[src/rtl/ucode_sequencer.sv]
// Microcoded control sequencer for the multicycle LC-2K core: walks a per-opcode
// microprogram one state per clock and emits a registered 8-bit control word.
module ucode_sequencer #(
    parameter int  UPC_W     = 5,
    parameter int  ONEHOT_IN = 0,
    localparam int OPC_IN_W  = (ONEHOT_IN != 0) ? 8 : 3
) (
    input  logic                clk,
    input  logic                rst_n,
    input  logic                instr_valid_i,
    input  logic [OPC_IN_W-1:0] opcode_i,
    input  logic                eq_i,
    output logic                instr_ready_o,
    output logic [7:0]          ctrl_o,
    output logic                instr_done_o,
    output logic                busy_o,
    output logic                halted_o,
    output logic                illegal_o,
    output logic [UPC_W-1:0]    upc_o
);

    typedef enum logic [2:0] {
        NX_SEQ,
        NX_WAIT,
        NX_DISPATCH,
        NX_DONE,
        NX_BEQ,
        NX_HALT
    } nextKind_t;

    logic [UPC_W-1:0] r_upc;
    logic [7:0]       r_ctrl;
    logic             r_done;
    logic             r_halted;
    logic             r_illegal;
    logic [2:0]       r_opcode;

    nextKind_t        w_nxt;
    logic [UPC_W-1:0] w_upcNext;
    logic             w_doneEvt;
    logic             w_ready;
    logic             w_transfer;
    logic [2:0]       w_opcDec;
    logic             w_opcBad;

    function automatic logic [7:0] romCtrl(input logic [UPC_W-1:0] a);
        case (int'(a))
            0:       return 8'hC0;
            3:       return 8'h10;
            4:       return 8'h01;
            5:       return 8'h11;
            7:       return 8'h08;
            8:       return 8'h18;
            10:      return 8'h04;
            11:      return 8'h02;
            12:      return 8'h40;
            13:      return 8'h12;
            14:      return 8'h60;
            default: return 8'h00;
        endcase
    endfunction

    function automatic nextKind_t romNext(input logic [UPC_W-1:0] a);
        case (int'(a))
            0:                   return NX_WAIT;
            1:                   return NX_DISPATCH;
            2, 4, 6, 7, 9, 13:   return NX_SEQ;
            11:                  return NX_BEQ;
            15:                  return NX_HALT;
            default:             return NX_DONE;
        endcase
    endfunction

    // Illegal one-hot patterns (zero or several bits set) degrade to noop.
    if (ONEHOT_IN != 0) begin : g_onehot
        assign w_opcBad = ($countones(opcode_i) != 1);
        always_comb begin
            w_opcDec = 3'd7;
            for (int i = 0; i < 8; i++) begin
                if (opcode_i[i]) begin
                    w_opcDec = 3'(i);
                end
            end
            if (w_opcBad) begin
                w_opcDec = 3'd7;
            end
        end
    end else begin : g_binary
        assign w_opcDec = opcode_i;
        assign w_opcBad = 1'b0;
    end

    assign w_ready    = (r_upc == '0) && !r_halted;
    assign w_transfer = instr_valid_i && w_ready;

    always_comb begin
        w_nxt     = romNext(r_upc);
        w_upcNext = r_upc;
        w_doneEvt = 1'b0;
        case (w_nxt)
            NX_SEQ:  w_upcNext = r_upc + UPC_W'(1);
            NX_WAIT: begin
                if (w_transfer) begin
                    w_upcNext = UPC_W'(1);
                end
            end
            NX_DISPATCH: begin
                case (r_opcode)
                    3'd0:    w_upcNext = UPC_W'(2);
                    3'd1:    w_upcNext = UPC_W'(4);
                    3'd2:    w_upcNext = UPC_W'(6);
                    3'd3:    w_upcNext = UPC_W'(9);
                    3'd4:    w_upcNext = UPC_W'(11);
                    3'd5:    w_upcNext = UPC_W'(13);
                    3'd6:    w_upcNext = UPC_W'(15);
                    default: w_upcNext = UPC_W'(16);
                endcase
            end
            NX_DONE: begin
                w_upcNext = '0;
                w_doneEvt = 1'b1;
            end
            NX_BEQ: begin
                if (eq_i) begin
                    w_upcNext = UPC_W'(12);
                end else begin
                    w_upcNext = '0;
                    w_doneEvt = 1'b1;
                end
            end
            default: w_upcNext = r_upc;
        endcase
    end

    // ctrl_o is looked up from the next micro-PC so it always matches ROM[upc].
    always_ff @(posedge clk or negedge rst_n) begin
        if (!rst_n) begin
            r_upc     <= '0;
            r_ctrl    <= 8'hC0;
            r_done    <= 1'b0;
            r_halted  <= 1'b0;
            r_illegal <= 1'b0;
            r_opcode  <= 3'd7;
        end else begin
            r_upc     <= w_upcNext;
            r_ctrl    <= romCtrl(w_upcNext);
            r_done    <= w_doneEvt;
            r_halted  <= r_halted || (w_nxt == NX_HALT);
            r_illegal <= w_transfer && w_opcBad;
            if (w_transfer) begin
                r_opcode <= w_opcDec;
            end
        end
    end

    assign instr_ready_o = w_ready;
    assign ctrl_o        = r_ctrl;
    assign instr_done_o  = r_done;
    assign busy_o        = (r_upc != '0);
    assign halted_o      = r_halted;
    assign illegal_o     = r_illegal;
    assign upc_o         = r_upc;

endmodule

[config.mk]
export PLATFORM = sky130hd
export DESIGN_NAME = ucode_sequencer
export DESIGN_NICKNAME = d
export VERILOG_FILES = /design/src/rtl/ucode_sequencer.sv
export SDC_FILE = /design/constraint.sdc
export NUM_CORES = 1
export LEC_CHECK = 0
export CORE_MARGIN = 3
export CORE_UTILIZATION = 45
export DETAILED_ROUTE_END_ITERATION = 7
export PLACE_DENSITY = 0.86
export REMOVE_ABC_BUFFERS = 1
export SLEW_MARGIN = 20
export SYNTH_ARGS = -nofsm -noshare
export SYNTH_HDL_FRONTEND = slang
export SYNTH_SLANG_ARGS = --single-unit
[constraint.sdc]
create_clock -name clk -period 2.8 [get_ports clk]
set_clock_uncertainty 0.2 [all_clocks]
set_input_delay 0.56 -clock clk [delete_from_list [all_inputs] [get_ports clk]]
set_output_delay 0.56 -clock clk [all_outputs]
set_load 0.01 [all_outputs]
==> flow_summary.yaml <==
yosys:
  yosys.area_share.adder_pct: 7.261
  avgSynthCellArea_um2: 10.14
  yosysTopAreaCellShare_pct: 26.97
  synthMuxAreaShare_pct: 5.290
  yosysUniqueCellTypes: 48
  synth-simple-area-share_pct: 23.13
  synthArstFlopShare_pct: 100.0
  ys_seq_elements: 18
  yosys.area.top_type: "dfrtp_1"
  synth_area_leaders: "dfrtp_1 27%, dfstp_2 11%, ha_1 7.3%, nor2_1 4.4%, nand3_1 2.9%"
  syn-instance-count: 119
  synth-compound-area-share_pct: 19.29
  synth_edf_count: 0
  synth_top_family_by_area: "simple AND/OR/NAND/NOR gates"
  yosysSeqAreaShare_pct: 37.86
  synth_warnings: 0
  ys.flop_type: "dfrtp_1"
  synth_area_um2: 1206
  synthXorXnorAreaFrac_pct: 2.905
clocking:
  cts_buffers: 3
  hold_buffers: 0
  max-clock-path-buffers: 2
  cts_tree: "built"
  h-tree-depth: 1
  cts.sinks: 18
  root_buffer: "clkbuf_4"
  clock_latency_ns: 0.29
  clk_pin_slew_ns: 0.10
finish:
  n_fill_cell: 188
  layout_common_cells: "28 x buf_4, 22 x clkdlybuf4s50_1, 13 x dfrtp_1"
  diodes: 0
  final_core_util_pct: 72.27
  syn_to_final_growth_pct: 51.14
  drive_gt1_share_pct: 39.41
  num-nets-final: 185
  mostFrequentLayoutCell: "buf_4"
detailed_routing:
  drt-total-wl_um: 3279
  drc_errors: 0
  ant_nets: 0
  wl_per_cell_um: 16.40
  vias_per_cell: 5.565
  first_iter_violations: 40
  drt_first_pass_iters: 4
  vias: 1113
floorplan:
  fp-row-count: 18
  start_util_pct: 47.82
  boundaryPins: 25
  fp.dieArea_um2: 3337
  fp.dieW_um: 57.77
  die_height_um: 57.77
  core_area_um2: 2522
worst_setup_path:
  cpMaxStageDelayCell: "dfrtp_1"
  path_cells: "buf_4, ha_1, nor3_2, o32ai_4, o211ai_1, nand3_4, or2_4, or3_1, a21oi_2"
  rr_worst_depth: 9
  required_ns: 2.82
  r2r-end: "ctrl_o[6]"
  worstSetupPathType: "reg -> reg"
  crit_path_end_kind: "register"
  crit_fanout: 5
  path_buf_inv: 1
  cp-start-kind: "register"
  arrival_ns: 2.72
  cpLargestDelayFamily: "simple AND/OR/NAND/NOR gates"
  slowest_delay_ns: 0.40
  r2r_setup_slack_ns: 0.1
  cp-startpoint: "upc_o[1]"
  timing.rr.start: "upc_o[1]"
run_status:
  run_status: "complete, no violations"
min_path:
  hp-start: "halted_o"
  whs_path_depth: 1
  hold_end: "halted_o"
  hold_path_class: "reg -> reg"
timing:
  worst_pin_slew_ns: 0.7556
  relSlewSlack_pct: 49.47
  fin_tns_setup_ns: 0
  maxSlewViolCount: 0
  max_freq_mhz: 370.4
  hold_viol_final: 0
  finalWorstSetupSlack_ns: 0.09990
  period_minus_slack_ns: 2.700
  setup_viol: 0
  period_share_pct: 96.43
global_route:
  grt_pass1_vias: 1138
  grt_max_degree: 19
  antenna_found_initial: 0
  grt_usage_pct: 19.88
  grt_first_pass_wirelength_um: 5140
  overflow: 0
placement:
  dp_hpwl_um: 2480
  io_buffers: 23
  globalplace.congestion: 0.9719
  dp_slack_ns: -0.08566
job:
  max_cap_violations: 0
==> worst max path at each step <==
stage                     end  slack [ns]  cells past startpoint
finish              ctrl_o[6]         0.1                      9
global route        ctrl_o[3]       -0.04                     10
CTS                 ctrl_o[6]       -0.05                     10
detailed placement  ctrl_o[6]       -0.09                      9
global placement    ctrl_o[3]      -0.009                     10
floorplan           ctrl_o[3]       -0.17                      8
==> cell type report <==
cell class,instances,area [µm²],share of cell area (%)
clock buffer,4,36.28,1.990
tap,30,37.54,2.059
sequential,18,456.7,25.05
timing repair buffer,52,450.4,24.71
multi-input combinational,91,823.3,45.16
inverter,5,18.77,1.030
==> sequential cells by signal, summed over array words and instances (netlist names) <==
| signal | cells |
|---|---|
| halted_o | 1 |
| r_opcode | 3 |
| ctrl_o | 8 |
| instr_done_o | 1 |
| upc_o | 5 |
==> cells in the mapped netlist (all sizes together) (2+ instances only) <==
cell type  number
mux2i           3
xor2            3
a31oi           2
o211ai          2
ha              7
nand4           2
nor2b           2
nor2           14
or3             2
o22ai           2
dfstp           5
mux2            3
a21oi           6
dfrtp          13
nand3           8
o32ai           2
nand2b          3
buf             4
nand2           9
inv             5
==> routing by layer <==
metal / up-vias / GRT usage (%) / wire, µm
met5: - / 0 / 0
met4: 0 / 9.934 / 59
li1: 528 / - / -
met1: 552 / 23.39 / 1348
met3: 7 / 2.227 / 111
met2: 26 / 35.48 / 1759
==> what timing repair did <==
| action | 4_1_cts | 5_1_grt |
|---|---|---|
| endpoints found under the setup margin | 5 | 7 |
| pin swaps | 0 | 9 |
| resized for setup | 3 | 21 |
| endpoints found under the hold margin | 0 | 0 |
| buffers inserted | 0 | 5 |
==> kinds of logic after synthesis <==
group / Yosys count
AND/OR/NAND/NOR: 49
AO/OA/AOI/OAI: 24
flip-flops: 18
buffers and inverters: 10
adder cells (fa/ha/maj): 7
multiplexers: 6
XOR/XNOR: 4
other: 1
==> stage by stage <==
stage / hold slack [ns] / instances / cell area (µm²)
after global routing: 0.4108 / 200 / 1823
after CTS: 0.3575 / 195 / 1674
after floorplan: 0.06441 / 114 / 1177
final: 0.3679 / 200 / 1823
after detailed placement: 0.3326 / 191 / 1625
after global placement: 0.3252 / 191 / 1625
Power of run 1 is left out: the tool's default activity adds up to more than one toggle a clock period on the data nets, which glitch-free logic cannot reach.
